<file path="src/rtl/alu_share_ctrl.sv">
// alu_share_ctrl: round-robin sharing of one ALU between two requesters with private flag registers
module alu_share_ctrl #(
  parameter int WIDTH   = 32,
  parameter int OPW     = 8,
  parameter int FLW     = 5,
  parameter int ALU_LAT = 1
) (
  input  logic             clkout,
  input  logic             rst_n,
  input  logic             req0_valid,
  output logic             req0_ready,
  input  logic [OPW-1:0]   req0_opcode,
  input  logic [WIDTH-1:0] req0_a,
  input  logic [WIDTH-1:0] req0_b,
  input  logic [WIDTH-1:0] req0_val,
  input  logic             req1_valid,
  output logic             req1_ready,
  input  logic [OPW-1:0]   req1_opcode,
  input  logic [WIDTH-1:0] req1_a,
  input  logic [WIDTH-1:0] req1_b,
  input  logic [WIDTH-1:0] req1_val,
  output logic             rsp0_valid,
  input  logic             rsp0_ready,
  output logic [WIDTH-1:0] rsp0_result,
  output logic [FLW-1:0]   rsp0_flags,
  output logic             rsp0_err,
  output logic             rsp1_valid,
  input  logic             rsp1_ready,
  output logic [WIDTH-1:0] rsp1_result,
  output logic [FLW-1:0]   rsp1_flags,
  output logic             rsp1_err,
  output logic [OPW-1:0]   alu_opcode,
  output logic [WIDTH-1:0] alu_a,
  output logic [WIDTH-1:0] alu_b,
  output logic [WIDTH-1:0] alu_val,
  output logic             alu_cin,
  output logic             alu_fl,
  input  logic [WIDTH-1:0] alu_result,
  input  logic [FLW-1:0]   alu_flags
);
  localparam int LW = ALU_LAT > 1 ? $clog2(ALU_LAT) : 1;
  typedef enum logic [1:0] {IDLE, EXEC, RESP} state_t;
  state_t state, state_nx;
  logic gnt, gnt_q, last_grant, acc, legal, upd;
  logic [OPW-1:0] op_in;
  logic [LW-1:0] lat_cnt;
  logic [FLW-1:0] flags0_q, flags1_q;
  assign gnt = (req0_valid && req1_valid) ? !last_grant : req1_valid;
  assign op_in = gnt ? req1_opcode : req0_opcode;
  assign legal = (op_in != '0) && (op_in <= OPW'(53));
  assign upd = alu_opcode <= OPW'(31);
  assign acc = (state == IDLE) && (req0_valid || req1_valid);
  assign rsp0_flags = flags0_q;
  assign rsp1_flags = flags1_q;
  // state register
  always_ff @(posedge clkout or negedge rst_n) begin
    if (!rst_n) state <= IDLE;
    else state <= state_nx;
  end
  // next state, grant, ALU strobes and response valids
  always_comb begin
    state_nx = state;
    req0_ready = 1'b0;
    req1_ready = 1'b0;
    alu_fl = 1'b0;
    alu_cin = 1'b0;
    rsp0_valid = 1'b0;
    rsp1_valid = 1'b0;
    case (state)
      IDLE: if (acc) begin
        req0_ready = !gnt;
        req1_ready = gnt;
        state_nx = legal ? EXEC : RESP;
      end
      EXEC: begin
        alu_fl = 1'b1;
        alu_cin = gnt_q ? flags1_q[0] : flags0_q[0];
        state_nx = (lat_cnt == '0) ? RESP : EXEC;
      end
      RESP: begin
        rsp0_valid = !gnt_q;
        rsp1_valid = gnt_q;
        state_nx = (gnt_q ? rsp1_ready : rsp0_ready) ? IDLE : RESP;
      end
      default: state_nx = IDLE;
    endcase
  end
  // operand latching into the ALU port registers, result capture and private flags
  always_ff @(posedge clkout or negedge rst_n) begin
    if (!rst_n) begin
      gnt_q <= 1'b0;
      last_grant <= 1'b1;
      lat_cnt <= '0;
      alu_opcode <= '0;
      alu_a <= '0;
      alu_b <= '0;
      alu_val <= '0;
      flags0_q <= '0;
      flags1_q <= '0;
      rsp0_result <= '0;
      rsp1_result <= '0;
      rsp0_err <= 1'b0;
      rsp1_err <= 1'b0;
    end else begin
      if (acc) begin
        gnt_q <= gnt;
        last_grant <= gnt;
        lat_cnt <= LW'(ALU_LAT - 1);
        if (legal) begin
          alu_opcode <= op_in;
          alu_a <= gnt ? req1_a : req0_a;
          alu_b <= gnt ? req1_b : req0_b;
          alu_val <= gnt ? req1_val : req0_val;
        end else if (gnt) begin
          rsp1_result <= '0;
          rsp1_err <= 1'b1;
        end else begin
          rsp0_result <= '0;
          rsp0_err <= 1'b1;
        end
      end
      if (state == EXEC) begin
        if (lat_cnt != '0) lat_cnt <= lat_cnt - LW'(1);
        else if (gnt_q) begin
          rsp1_result <= alu_result;
          rsp1_err <= 1'b0;
          if (upd) flags1_q <= alu_flags;
        end else begin
          rsp0_result <= alu_result;
          rsp0_err <= 1'b0;
          if (upd) flags0_q <= alu_flags;
        end
      end
    end
  end
endmodule

</file>
<file path="config.mk">
export PLATFORM = sky130hd
export DESIGN_NAME = alu_share_ctrl
export DESIGN_NICKNAME = d
export VERILOG_FILES = /design/src/rtl/alu_share_ctrl.sv
export SDC_FILE = /design/constraint.sdc
export NUM_CORES = 1
export LEC_CHECK = 0
export CORE_AREA = 2 2 169 171
export CTS_BUF_LIST = sky130_fd_sc_hd__clkbuf_8
export DETAILED_ROUTE_END_ITERATION = 10
export DIE_AREA = 0 0 171 173
export GPL_TIMING_DRIVEN = 0
export PLACE_DENSITY_LB_ADDON = 0.3
export SETUP_SLACK_MARGIN = 0.2
export SLEW_MARGIN = 10
export SYNTH_ARGS = -nofsm -noshare
export SYNTH_HDL_FRONTEND = slang
export SYNTH_SLANG_ARGS = --single-unit
</file>
<file path="constraint.sdc">
create_clock -name clkout -period 3.71 [get_ports clkout]
set_input_delay 0.5565 -clock clkout [delete_from_list [all_inputs] [get_ports clkout]]
set_output_delay 0.5565 -clock clkout [all_outputs]
set_load 0.01 [all_outputs]
</file>
==> results.txt <==
The HPWL after detailed placement is 23500 µm. The number of maximum-capacitance violations came out at 0. The depth of the worst register-to-register path is 6.

Of all flip-flops after synthesis, the portion carrying an async set or reset was 100%. The first routing iteration left 340 violations. The height of the die came out at 173 µm. In this run, post-CTS hold repair placed 0 buffers. The aggregate routed wire length came out at 30100 µm. The global routing usage summed across all routing layers came out at 20.2%. The clock sink count is 185. TritonCTS built the clock tree. The number of synthesized register bits came out at 185. The via count is 7868. For the worst-skew pair, the clock arrives at the later sink with an insertion delay of 450 ps. The endpoint kind of the worst setup timing path is a primary output. The number of endpoints with negative hold slack in the final report came out at 0. The family with the most delay on the worst path is buffers and inverters. The cell type with the highest occurrence count on the critical path is sky130_fd_sc_hd__clkdlybuf4s50_1. The leftover overflow at the end of global routing came out at 0. The static leakage came out at 6.17 nW. Clock tree synthesis selected as its root buffer the cell sky130_fd_sc_hd__clkbuf_8. The initial cell density of the core is 31.2%. The fraction of final layout cells with drive strength greater than 1 is 12.0%. In this run, the combinational gates consume 48.1% of the power.

The initial antenna violation count is 2. Setup repair after global routing left no endpoint under its margin. The final layout contains 1614 nets. The pin count of the biggest net entering global routing is 104. The area occupied by registers is 4630 µm². Hold is met by 65.2 ps. The data arrival time of the critical path came out at 2430 ps. TritonCTS created 17 clock buffers. In this run the worst path has a maximum fanout of 7. The residual DRC count is 0. The compound-gate portion of the synthesized area is 5.26%. Among all cell types in the netlist, the one instantiated most often is sky130_fd_sc_hd__nand2_1. The post-synthesis sequential area ratio came out at 53.8%. The core outline area is 27600 µm². The top cell type by area accounts for 53.5% of the synthesized area. In this run the cell area of the synthesized design comes to 8610 µm². The endpoint of the worst register-to-register path is alu_opcode[4]. The number of enable-type register cells in the synthesized netlist is 0. The number of iterations in the first detailed-routing pass came out at 6. The number of instances resized during post-cts repair came out at 0. The number of pins exceeding their max-slew limit in the final report is 0. sky130_fd_sc_hd__dfrtp_1 takes more of the synthesized area than any other cell. The transition time at the pin with the least slew margin is 1040 ps. The net load switching power is 3.08 mW.

The die is 171 µm wide. Counting every net in the synthesized netlist gives 1158. The simple-gate share of the synthesized area came out at 20.8%.

The number of global-route vias before repair is 8070. The delay of the slowest cell on the worst path is 570 ps. The multi-input combinational cells in the finished layout cover a total of 3690 µm². Of the total power, the share spent switching nets is 34.3%. By area, the combinational part of the netlist is dominated by simple AND/OR/NAND/NOR gates. The average routed wire per standard cell is 17.1 µm.

The final critical-path required period came out at 2990 ps. The number of buffers inserted by port buffering came out at 436. Dividing total power by cell area gives a power density of 646 nW/µm². The number of placed instances, taps included, is 1722. The post-layout instance count excluding filler cells is 1756. STA classifies the critical path startpoint as an input port.

The number of buffers and inverters on the critical path is 3. The worst hold path belongs to the class input port to asynchronous set/reset pin. The fraction of the cycle the final worst path needs is 80.5%.

The total negative setup slack is 0 ps. Yosys attributes the largest share of cell area to sky130_fd_sc_hd__dfrtp_1 53%, sky130_fd_sc_hd__nand2_1 19%, sky130_fd_sc_hd__mux2_2 8.5%, sky130_fd_sc_hd__mux2_4 8.2%, sky130_fd_sc_hd__a21oi_1 3.9%. The number of placed I/O pins came out at 437. The portion of total power attributed to sequential cells is 36.6%. The worst setup slack for register-to-register paths is 1280 ps. The synthesized netlist devotes 0% of its cell area to adder and majority cells. The count of final setup violators is 0. The detail route stage leaves a number of antenna-violating nets equal to 0. The maximum resistive drop on vdd is 0.251 mV. The mean cell area of the mapped netlist came out at 9.49 µm².

For the final database, setup skew stands at 21.3 ps. The maximum clock frequency is 335 MHz. In this run the critical register-to-register path is launched from last_grant. The flow ran to the end, and the final reports show no timing, DRC or antenna violations.

Among all stages on the critical path, the largest delay is contributed by sky130_fd_sc_hd__clkdlybuf4s50_1. The critical path goes through clkdlybuf4s50_1 -> a21boi_1 -> nand2_1 -> inv_1 -> clkdlybuf4s50_1. The worst slew margin relative to its limit is 30.8%. The final weighted congestion in routability-driven placement came out at 0.892. The clock-pin transition on the worst setup and hold timing paths is 120 ps. In the routed layout, each cell is associated on average with a via count of 4.48. After floorplanning, the core was divided into 61 placement rows. The XOR/XNOR share of the synthesized area came out at 0%. The number of buffers added for setup after CTS is 0. The number of different library cells used by synthesis comes to 34. The deepest clock path buffer count is 2.

The commonest cells after synthesis are 445 x sky130_fd_sc_hd__nand2_1, 184 x sky130_fd_sc_hd__dfrtp_1, 67 x sky130_fd_sc_hd__a21oi_1, 65 x sky130_fd_sc_hd__mux2_2, 47 x sky130_fd_sc_hd__mux2_4. The yosys synthesis warning count is 0. The number of instances in the synthesized netlist came out at 907. The filler cells instantiated in the layout total 2652.

Per report_power, the clock group accounts for 15.3% of the total. The most used flip-flop cell after synthesis is sky130_fd_sc_hd__dfrtp_1. After synthesis, the share of cell area in mux cells is 16.8%. The area growth from synthesis to layout is 61.3%. The internal power of the cells is 5.89 mW. The global-route wire length before repair came out at 45800 µm. The H-tree was split into 4 levels. The area of the die is 29600 µm². By startpoint and endpoint, the worst setup path is classified as input port to primary output. The required time of the critical path is 3150 ps.
[sequential cells by signal, summed over array words and instances (netlist names)]
name and count:
rsp0_err 1, rsp1_err 1, rsp1_flags 5, last_grant 1, rsp0_flags 5, rsp1_result 32, alu_opcode 8, state 2
gnt_q 1, lat_cnt 1, alu_b 32, rsp0_result 32, alu_a 32, alu_val 32
[how the worst max path moves through the flow]
stage                              start          to  slack (ps)  cells past startpoint
after floorplan           req0_opcode[0]    alu_b[0]        1560                      6
after global placement             rst_n   alu_a[21]       -6010                      1
after detailed placement      req1_valid    alu_b[2]         550                      7
after CTS                     req1_valid  req1_ready         630                      5
after global routing          req1_valid  req1_ready         500                      5
final                         req1_valid  req1_ready         720                      5
[layout make-up]
class,count,area share [%]
Clock inverter,14,1.11
Antenna cell,2,0.0360
Buffer,56,1.90
Timing Repair Buffer,437,31.7
Clock buffer,18,1.78
Tap cell,378,3.41
Sequential cell,185,33.4
Multi-Input combinational cell,661,26.6
Inverter,5,0.135
[metrics by stage]
stage          power (mW)  cell area, µm²  setup WS [ps]  utilization, %
2_1_floorplan        5.13            8610           1560               -
3_3_place_gp         7.63           13400          -6010            48.7
3_5_place_dp         7.68           13500            555            48.8
4_1_cts              9.11           13900            630            50.2
5_1_grt              9.54           13900            503            50.2
6_report             8.97           13900            724            50.2
[metal layers]
metal | track usage [%] | up-vias | share of wire [%]
li1 | - | 3825 | -
met1 | 23.9 | 3706 | 41
met2 | 34.6 | 289 | 49
met3 | 5.84 | 48 | 6.7
met4 | 7.66 | 0 | 3.4
met5 | 0 | - | 0
[cell usage in the layout, fill, tap and decap left out, types with 2 or more instances in the layout]
cell type                         netlist  layout
sky130_fd_sc_hd__clkinv_8               0       3
sky130_fd_sc_hd__clkbuf_8               0      18
sky130_fd_sc_hd__buf_2                  7       7
sky130_fd_sc_hd__nand2_1              445     445
sky130_fd_sc_hd__nand2b_1               2       2
sky130_fd_sc_hd__inv_8                  0       5
sky130_fd_sc_hd__mux2_4                47      47
sky130_fd_sc_hd__clkinvlp_4             0       3
sky130_fd_sc_hd__nor3b_1                2       2
sky130_fd_sc_hd__clkbuf_1              43      43
sky130_fd_sc_hd__nor3_1                 2       2
sky130_fd_sc_hd__mux2_2                65      65
sky130_fd_sc_hd__diode_2                0       2
sky130_fd_sc_hd__buf_6                  6       6
sky130_fd_sc_hd__o21ai_0                2       2
sky130_fd_sc_hd__nor2b_1                2       2
sky130_fd_sc_hd__a21o_1                 3       3
sky130_fd_sc_hd__inv_6                  0       2
sky130_fd_sc_hd__a21oi_1               67      67
sky130_fd_sc_hd__dfrtp_1              184     184
sky130_fd_sc_hd__inv_1                  5       5
sky130_fd_sc_hd__clkdlybuf4s50_1        0     435
sky130_fd_sc_hd__nor2_1                 7       7
[power by group through the flow]
stage | logic, mW | registers [mW] | clock network, mW
global route | 4.63 | 3.39 | 1.52
floorplan | 1.46 | 3.67 | 0
detailed placement | 4.35 | 3.33 | 0
global placement | 4.33 | 3.29 | 0
finish | 4.31 | 3.29 | 1.37
CTS | 4.38 | 3.29 | 1.43
[kinds of logic (layout without fill, tap and decap cells)]
| group | count (synthesis) | in the layout |
|---|---|---|
| other | 0 | 2 |
| AOI/OAI and AO/OA | 81 | 81 |
| DFF | 185 | 185 |
| and+or+nand+nor | 467 | 467 |
| buffers and inverters | 61 | 530 |
| muxes | 113 | 113 |
No activity file was read; power rests on OpenSTA's default activity.
==> edit 1 (same settings) <==
Set the parameter `ALU_LAT` to 2 (it was 1).
--- a/src/rtl/alu_share_ctrl.sv
+++ b/src/rtl/alu_share_ctrl.sv
@@ -3,7 +3,7 @@
   parameter int WIDTH   = 32,
   parameter int OPW     = 8,
   parameter int FLW     = 5,
-  parameter int ALU_LAT = 1
+  parameter int ALU_LAT = 2
 ) (
   input  logic             clkout,
   input  logic             rst_n,
Check against the original RTL: not equivalent (a bounded check fails within 4 cycles, from zero or initial values and one cycle with rst_n low).
==> edit 1 against the unedited design <==
Setup slack got worse by 0.035 ns. Area after synthesis about the same. Sequential cell count unchanged. Fmax is 1.1% lower. Clock skew down 0.0039 ns. Count of clock-buffer cells in the layout up 1. Via count grew 0.50%. Wire length decreased by 0.41%. Sequential share of layout area is 0.078 points higher. Highest routed layer unchanged. Cell area decreased by 0.23%. Power shrank 1.8%.
==> edit 1: results (changes against the unedited design) <==
| Metric | Value |
|---|---|
| Layout cells sized above 1 | 11.92% (-0.073 points) |
| Clk slew on worst S/H paths | 0.11 ns |
| Synth cell count leaders | 446 x nand2_1, 184 x dfrtp_1, 67 x a21oi_1 |
| Pin count of the biggest net entering global routing | 95 (-8.7%) |
| Detailed-route wire length per cell | 17.08 µm (-0.29%) |
| Reg2Reg Setup Slack | 1.36 ns (+0.08 ns) |
| DR iter-0 viols | 358 (+5.3%) |
| GP Congestion | 0.9091 (+2.0%) |
| First-pass GRT wire length | 45950 µm (+0.35%) |
| Worst reg2reg endpoint | alu_a[20]$_DFFE_PN0P_ |
| Power share of the sequential group | 37.0% (+0.4 points) |
| Cell Int Power | 5.817 mW (-1.3%) |
| Post-route insts no fill | 1754 (-0.11%) |
| Distinct cells, synth | 33 (-2.9%) |
| Worst vdd ir | 0.2714 mV (+8.3%) |
| Hold Slack | 0.09265 ns (+0.02746 ns) |
| Average footprint of a synthesized cell | 9.482 µm² (about the same) |
| Leakage power | 6.146 nW (-0.42%) |
| Antenna violations before repair | 0 (-2) |
| Worst slew pin tran | 0.7410 ns (-0.2976 ns) |
| Nets | 1615 (+0.062%) |
| Clk_skew | 0.01739 ns (-0.003921 ns) |
| Pre-Repair DR Iteration Count | 4 (-2) |
| Final antenna diode count | 0 (-2) |
| Sequential area share after synthesis | 53.79% (about the same) |
| GRT Overall Usage | 20.20% (about the same) |
| Filler cells | 2670 (+0.68%) |
| Dpl cells | 1723 (+0.058%) |
| Status | finished, final reports clean |
| Vias in the first global route | 8206 (+1.7%) |
| Post-Syn Nets | 1159 (+0.086%) |
| Via count | 7907 (+0.50%) |
[edit 1: changes by cell type in the layout (fill, tap and decap cells not counted)]
cell,delta
diode_2,-2
inv_8,-1
clkinv_8,-3
o21ai_0,+1
inv_6,+1
clkbuf_8,+1
and3_1,-1
clkinvlp_4,+1
nand2_1,+1
[edit 1: logic make-up after synthesis]
kind of cell / count (synthesis) / share of synthesized area (%)
buf+inv: 61 / 3.284
mux: 113 / 16.81
simple gates: 467 / 20.80
compound gates: 82 / 5.319
flops: 185 / 53.79
[edit 1: area by class of cell]
type	count	area share, %
flip-flops and latches	185	33.43
repair buffers	437	31.74
multi-input cells	662	26.68
well taps	378	3.415
plain buffers	56	1.906
clock buffers	19	1.888
clock inverters	12	0.7949
inverters	5	0.1355
[edit 1: worst reg2reg max path, stage by stage, from the launching register on]
cell and delay (ns):
dfstp_2 0.39, a21boi_1 0.46, clkbuf_1 0.59, clkbuf_1 0.48, nand2_1 0.11, nand2_1 0.13
mux2_2 0.16
[edit 1: routing by layer]
layer | vias to the layer above | global-route usage, % | routed length, µm
met5 | - | 0 | 0
met4 | 0 | 8.157 | 1097
met3 | 55 | 5.905 | 2101
met2 | 300 | 35.15 | 14800
met1 | 3719 | 23.08 | 11950
li1 | 3833 | - | -
[edit 1: through the flow]
stage	TNS, ns	cell area [µm²]	util [%]	total power [mW]	worst slack, ns
floorplan	0	8610	-	5.089	1.557
global placement	-1091.61	13450	48.67	7.508	-5.940
detailed placement	0	13480	48.79	7.556	0.4554
CTS	0	13850	50.13	8.946	0.6275
global route	0	13850	50.13	9.365	0.4861
finish	0	13850	50.13	8.807	0.6899
==> edit 2 (same settings) <==
Made on the original files. Register the output `rsp0_err` once more, with the module's reset; this adds one clock of latency there. The other outputs are not delayed to match.
--- a/src/rtl/alu_share_ctrl.sv
+++ b/src/rtl/alu_share_ctrl.sv
@@ -40,6 +40,8 @@
 );
   localparam int LW = ALU_LAT > 1 ? $clog2(ALU_LAT) : 1;
   typedef enum logic [1:0] {IDLE, EXEC, RESP} state_t;
+
+  logic rsp0_err_s0;
   state_t state, state_nx;
   logic gnt, gnt_q, last_grant, acc, legal, upd;
   logic [OPW-1:0] op_in;
@@ -99,7 +101,7 @@
       flags1_q <= '0;
       rsp0_result <= '0;
       rsp1_result <= '0;
-      rsp0_err <= 1'b0;
+      rsp0_err_s0 <= 1'b0;
       rsp1_err <= 1'b0;
     end else begin
       if (acc) begin
@@ -116,7 +118,7 @@
           rsp1_err <= 1'b1;
         end else begin
           rsp0_result <= '0;
-          rsp0_err <= 1'b1;
+          rsp0_err_s0 <= 1'b1;
         end
       end
       if (state == EXEC) begin
@@ -127,11 +129,19 @@
           if (upd) flags1_q <= alu_flags;
         end else begin
           rsp0_result <= alu_result;
-          rsp0_err <= 1'b0;
+          rsp0_err_s0 <= 1'b0;
           if (upd) flags0_q <= alu_flags;
         end
       end
     end
   end
+  always_ff @(posedge clkout or negedge rst_n) begin
+    if (!rst_n) begin
+      rsp0_err <= '0;
+    end else begin
+      rsp0_err <= rsp0_err_s0;
+    end
+  end
+
 endmodule
 
Behaviour: not the same (Yosys sat finds a counterexample within 4 cycles, from zero or initial values and one cycle with rst_n low).
==> edit 2 against the unedited design <==
Wire length rose by 0.77%. Critical path depth is the same. Die area stayed put. Setup slack worse by 0.072 ns. Power grew 0.96%. Area after synthesis grew 0.29%. Core utilization grew 0.12 points. Sequential cell count increased by 1. Synthesized cell count grew 0.11%. Count of clock-buffer cells in the layout shrank 1. Cell area rose by 0.23%. Final cell count about the same.
==> edit 2: results (changes against the unedited design) <==
| Metric | Value |
|---|---|
| Combinational Power Share | 47.6% (-0.5 points) |
| CP max FO | 7 (unchanged) |
| Grt peak-use layer | met2 |
| Average footprint of a synthesized cell | 9.507 µm² (+0.18%) |
| Clk_skew | 0.01931 ns (-0.002008 ns) |
| Routed wl met2 | 14560 µm (-0.78%) |
| Ys Warns | 0 (unchanged) |
| Ys async rst share | 100.0% (unchanged) |
| GRT Overall Usage | 20.58% (+0.36 points) |
| Via density | 4.510 (+0.65%) |
| Synth top area cells | dfrtp_1 54%, nand2_1 19%, mux2_2 8.5% |
| Grt met2 use | 34.36% (-0.24 points) |
| Antenna violations before repair | 2 (unchanged) |
| Power Density | 650.9 nW/µm² (+0.72%) |
| Hold Crit Class | input pin to async pin |
| Pre-Repair DR Iteration Count | 4 (-2) |
| Critical-path top delay cell | clkdlybuf4s50_1 |
| Worst reg2reg endpoint | alu_a[20]$_DFFE_PN0P_ |
| Switch share | 34.26% (-0.066 points) |
| Setup bufs post-CTS | 0 (unchanged) |
| Detailed-route wire length per cell | 17.25 µm (+0.71%) |
| Worst slew pin tran | 0.7842 ns (-0.2543 ns) |
| Dpl cells | 1723 (+0.058%) |
| Nets | 1615 (+0.062%) |
| Sequential area share after synthesis | 53.94% (+0.13 points) |
| GP Congestion | 0.9027 (+1.3%) |
| Complex-gate fraction of the synthesized area | 5.247% (-0.015 points) |
| Worst slack, placed | 0.5199 ns (-0.03477 ns) |
| Status | finished, final reports clean |
| Pin count of the biggest net entering global routing | 100 (-3.8%) |
| Layout cells sized above 1 | 11.98% (about the same) |
| M1 GR Usage | 24.05% (+0.20 points) |
| Fin crit period | 3.057 ns (+0.07172 ns) |
| Yosys top cell by area | dfrtp_1 |
| DR iter-0 viols | 360 (+5.9%) |
| Leakage power | 6.197 nW (+0.42%) |
| Synth cell count leaders | 445 x nand2_1, 185 x dfrtp_1, 67 x a21oi_1 |
| Reg2Reg Setup Slack | 1.34 ns (+0.06 ns) |
| CP arrival | 2.50 ns (+0.07 ns) |
| Worst vdd ir | 0.2662 mV (+6.2%) |
| Clk slew on worst S/H paths | 0.12 ns (about the same) |
| Final HPWL DP | 23510 µm (-0.13%) |
| Skew-Pair Late Insertion Delay | 0.47 ns (+0.02 ns) |
| DP Area | 13500 µm² (+0.19%) |
| Post-Syn Nets | 1159 (+0.086%) |
| P_clk | 1.44 mW (+5%) |
| Portion of netlist area occupied by mux cells | 16.77% (-0.049 points) |
| Filler cells | 2634 (-0.68%) |
| Via count | 7924 (+0.71%) |
| Vias in the first global route | 8290 (+2.7%) |
| M1 WL | 12150 µm (-1.7%) |
| First-pass GRT wire length | 46320 µm (+1.2%) |
| Clock Tree Buf Depth | 2 (unchanged) |
| Met3 WL | 2170 µm (+7.4%) |
| GRT met3 Usage | 5.676% (-0.16 points) |
## edit 2: cell count changes after synthesis, sizes merged
cell,delta
dfrtp,+1
## edit 2: cell type report
class                      count  share of cell area (%)
buffer                        56                   1.897
sequential                   186                   33.46
clock buffer                  17                   1.681
inverter                       5                  0.1349
clock inverter                15                   1.259
timing repair buffer         437                   31.60
multi-input combinational    661                   26.54
tap                          378                   3.399
antenna                        2                 0.03596
## edit 2: how the worst min path moves through the flow
| stage | slack [ns] | endpoint | start |
|---|---|---|---|
| final | 0.05 | rsp0_result[18]$_DFF_PN0_ | rst_n |
| after detailed placement | 0.37 | rsp0_err$_DFF_PN0_ | rsp0_err_s0$_DFF_PN0_ |
| after global routing | 0.07 | rsp0_result[12]$_DFF_PN0_ | rst_n |
| after CTS | 0.07 | rsp0_result[18]$_DFF_PN0_ | rst_n |
| after floorplan | 0.26 | alu_a[0]$_DFFE_PN0P_ | rst_n |
| after global placement | 0.36 | rsp0_err$_DFF_PN0_ | rsp0_err_s0$_DFF_PN0_ |
